$ cat src/rtl/s_crc16_pkg.sv
// Shared constants and FSM state type for the receive-side CRC-16/IBM checker.
package s_crc16_pkg;

    localparam logic [15:0] CRC_POLY_R = 16'hA001;
    localparam logic [15:0] CRC_INIT   = 16'hFFFF;

    typedef enum logic [1:0] {
        StIdle,
        StRun,
        StDone
    } state_e;

endpackage

$ cat src/rtl/crc16_byte_upd.sv
// One-byte combinational CRC-16/IBM update (reflected, LSB first on the wire).
module crc16_byte_upd
    import s_crc16_pkg::*;
(
    input  logic [15:0] crc_in,
    input  logic [7:0]  byte_in,
    output logic [15:0] crc_out
);

    logic [15:0] c;

    always_comb begin
        c = crc_in ^ {8'h00, byte_in};
        for (int i = 0; i < 8; i++) begin
            c = c[0] ? ((c >> 1) ^ CRC_POLY_R) : (c >> 1);
        end
        crc_out = c;
    end

endmodule

$ cat config.mk
export PLATFORM = sky130hd
export DESIGN_NAME = crc16_byte_upd
export DESIGN_NICKNAME = d
export VERILOG_FILES = /design/src/rtl/s_crc16_pkg.sv /design/src/rtl/crc16_byte_upd.sv
export SDC_FILE = /design/constraint.sdc
export NUM_CORES = 1
export LEC_CHECK = 0
export CORE_AREA = 2 2 39 41
export DETAILED_ROUTE_END_ITERATION = 10
export DIE_AREA = 0 0 41 43
export GPL_TIMING_DRIVEN = 1
export PLACE_DENSITY = 0.7
export SLEW_MARGIN = 5
export SYNTH_ARGS = -nofsm -noshare
export SYNTH_HDL_FRONTEND = slang
export SYNTH_SLANG_ARGS = --single-unit
$ cat constraint.sdc
create_clock -name vclk -period 2
set_input_delay 0.3 -clock vclk [all_inputs]
set_output_delay 0.3 -clock vclk [all_outputs]
set_load 0.01 [all_outputs]
==> impl_metrics.toml <==
[grt]
grt_max_degree = 4
grt_first_pass_wirelength_um = 1250
grt_use_total_pct = 9.67
grt_pass1_vias = 321
antenna_found_initial = 0
use_met2_pct = 18.1
grt.busiest_layer = "met2"
gr-total-overflow = 0
grt_use_met1_pct = 12.3
grtUsageMet3_pct = 0

[die]
core_um2 = 1380
start_util_pct = 20.2
io_pins = 40
die-area_um2 = 1760
die_x_um = 41
row_count = 14
die_h_um = 43

[sta]
maxSlewHeadroom_pct = 85.4
drv_slew = 0
worst_pin_slew_ns = 0.218
max_freq_ghz = 0.529
setup_viol = 0
fin_tns_setup_ns = 0
min_period_over_period_pct = 94.6
period_minus_slack_ns = 1.89
finalHoldViolCount = 0

[worst_hold_path]
hold_path_end = "crc_out[2]"
holdPathStages = 0
hold_start = "crc_in[10]"
hold_path_class = "input pin to primary output"

[cells_and_area]
layout.nets = 100
seq_cell_count = 0
clkbuf_count = 0
drive_gt1_share_pct = 58.1
design_area_um2 = 769
area_growth_pct = 176
seq_area_um2 = 0
diodes = 0
nFillCells = 129

[drt]
drt-initial-drc-count = 0
vias = 331
final_antenna_net_count = 0
post_drt_wl_per_cell_um = 8.77
drt_first_pass_iters = 1
vias_per_cell = 3.68
route.detailed.drc = 0
wl_um = 789

[critical_path]
start_kind = "input pin"
path_delay_family = "buffers and inverters"
critPathBufInv = 4
worstSetupEndpointType = "primary output"
worst_path_max_delay_cell = "dlygate4sd2_1"
cp_data_arrival_time_ns = 1.59
critPathMostFrequentCell = "xnor2_2"
crit_type = "input pin to primary output"
worst_ep_required_time_ns = 1.70
critPathMaxStageDelay_ns = 0.26
cp_max_fo = 3
path_cells = "dlygate4sd2_1, xnor2_2, xor2_1, buf_4, buf_6, xor2_2, xnor2_2, buf_2"

[yosys]
synthCells = 29
avgSynthCellArea_um2 = 9.62
synth_cell_types = 7
synth_fp_nets = 53
synth_seq_area_share_pct = 0
ys_warn_count = 0
netlist_area_um2 = 279

[place]
place_area_um2 = 637
place_hpwl_um = 529
portBuffers = 30
place_congestion = 0.550

[outcome]
status = "complete, no violations"

[power_and_ir_drop]
vdd_ir_drop_max_uv = 293
p_per_area_nw_per_um2 = 654
p_leak_nw = 0.398

[job]
drv_cap = 0

[clocking]
cts_hold_buf = 0
==> worst max path at each step <==
stage / start / end / slack [ns] / depth (start not counted)
after detailed placement: crc_in[5] / crc_out[0] / -0.59 / 6
final: crc_in[2] / crc_out[14] / 0.11 / 8
after global routing: crc_in[2] / crc_out[14] / -0.01 / 8
after global placement: crc_in[5] / crc_out[0] / -0.58 / 6
after floorplan: byte_in[2] / crc_out[0] / 0.28 / 4
after CTS: crc_in[2] / crc_out[9] / 0.02 / 6
==> what timing repair did <==
action / 4_1_cts / 5_1_grt
setup buffers: 10 / 1
resized for setup: 41 / 18
setup endpoints to repair: 10 / 5
pin swaps: 15 / 13
==> per-stage QoR <==
stage          hold slack [ns]  std cells  util, %  power, mW  worst slack, ns
2_1_floorplan            0.680         29        -      0.205            0.283
3_3_place_gp             0.600         80     46.0      0.448           -0.581
3_5_place_dp             0.600         80     46.0      0.451           -0.590
4_1_cts                  0.600         90     55.0      0.495           0.0151
5_1_grt                  0.600         90     55.6      0.545          -0.0111
6_report                 0.600         90     55.6      0.503            0.108
==> routing by layer <==
layer	part of all wire, %	wire length (um)
met1	30	238
met2	62	489
met3	7.7	61
met4	0	0
met5	0	0
==> cell usage in the layout, fill, tap and decap left out <==
| master | synthesis | routed |
|---|---|---|
| xnor2_2 | 2 | 9 |
| buf_2 | 0 | 3 |
| buf_6 | 0 | 1 |
| dlygate4sd2_1 | 0 | 10 |
| xor2_1 | 7 | 3 |
| dlymetal6s2s_1 | 0 | 2 |
| inv_1 | 1 | 1 |
| xnor2_1 | 12 | 4 |
| xnor2_4 | 0 | 1 |
| clkbuf_2 | 0 | 5 |
| xnor3_1 | 1 | 1 |
| xor2_2 | 1 | 5 |
| buf_4 | 5 | 19 |
| clkdlybuf4s15_1 | 0 | 3 |
| clkdlybuf4s50_1 | 0 | 7 |
==> synth_stat cells <==
master | number | area (um2)
inv_1 | 1 | 3.75
xor2_1 | 7 | 61.3
xor2_2 | 1 | 16.3
buf_4 | 5 | 37.5
xnor2_1 | 12 | 105
xnor3_1 | 1 | 22.5
xnor2_2 | 2 | 32.5
==> cells by family after synthesis <==
logic type and share of synthesized area (%):
buf+inv 14.8, xor+xnor 85.2
==> area by class of cell <==
cell class | count | area [um2] | share of cell area (%)
Inverter | 1 | 3.75 | 0.488
Timing Repair Buffer | 50 | 407 | 52.8
Tap cell | 16 | 20.0 | 2.60
Multi-Input combinational cell | 23 | 339 | 44.1
==> power by group <==
group / leakage [nW] / switching (mW) / internal, mW
clock network: 0 / 0 / 0
logic: 0.398 / 0.191 / 0.312
registers: 0 / 0 / 0
total: 0.398 / 0.191 / 0.312
No activity file was read; power rests on OpenSTA's default activity.
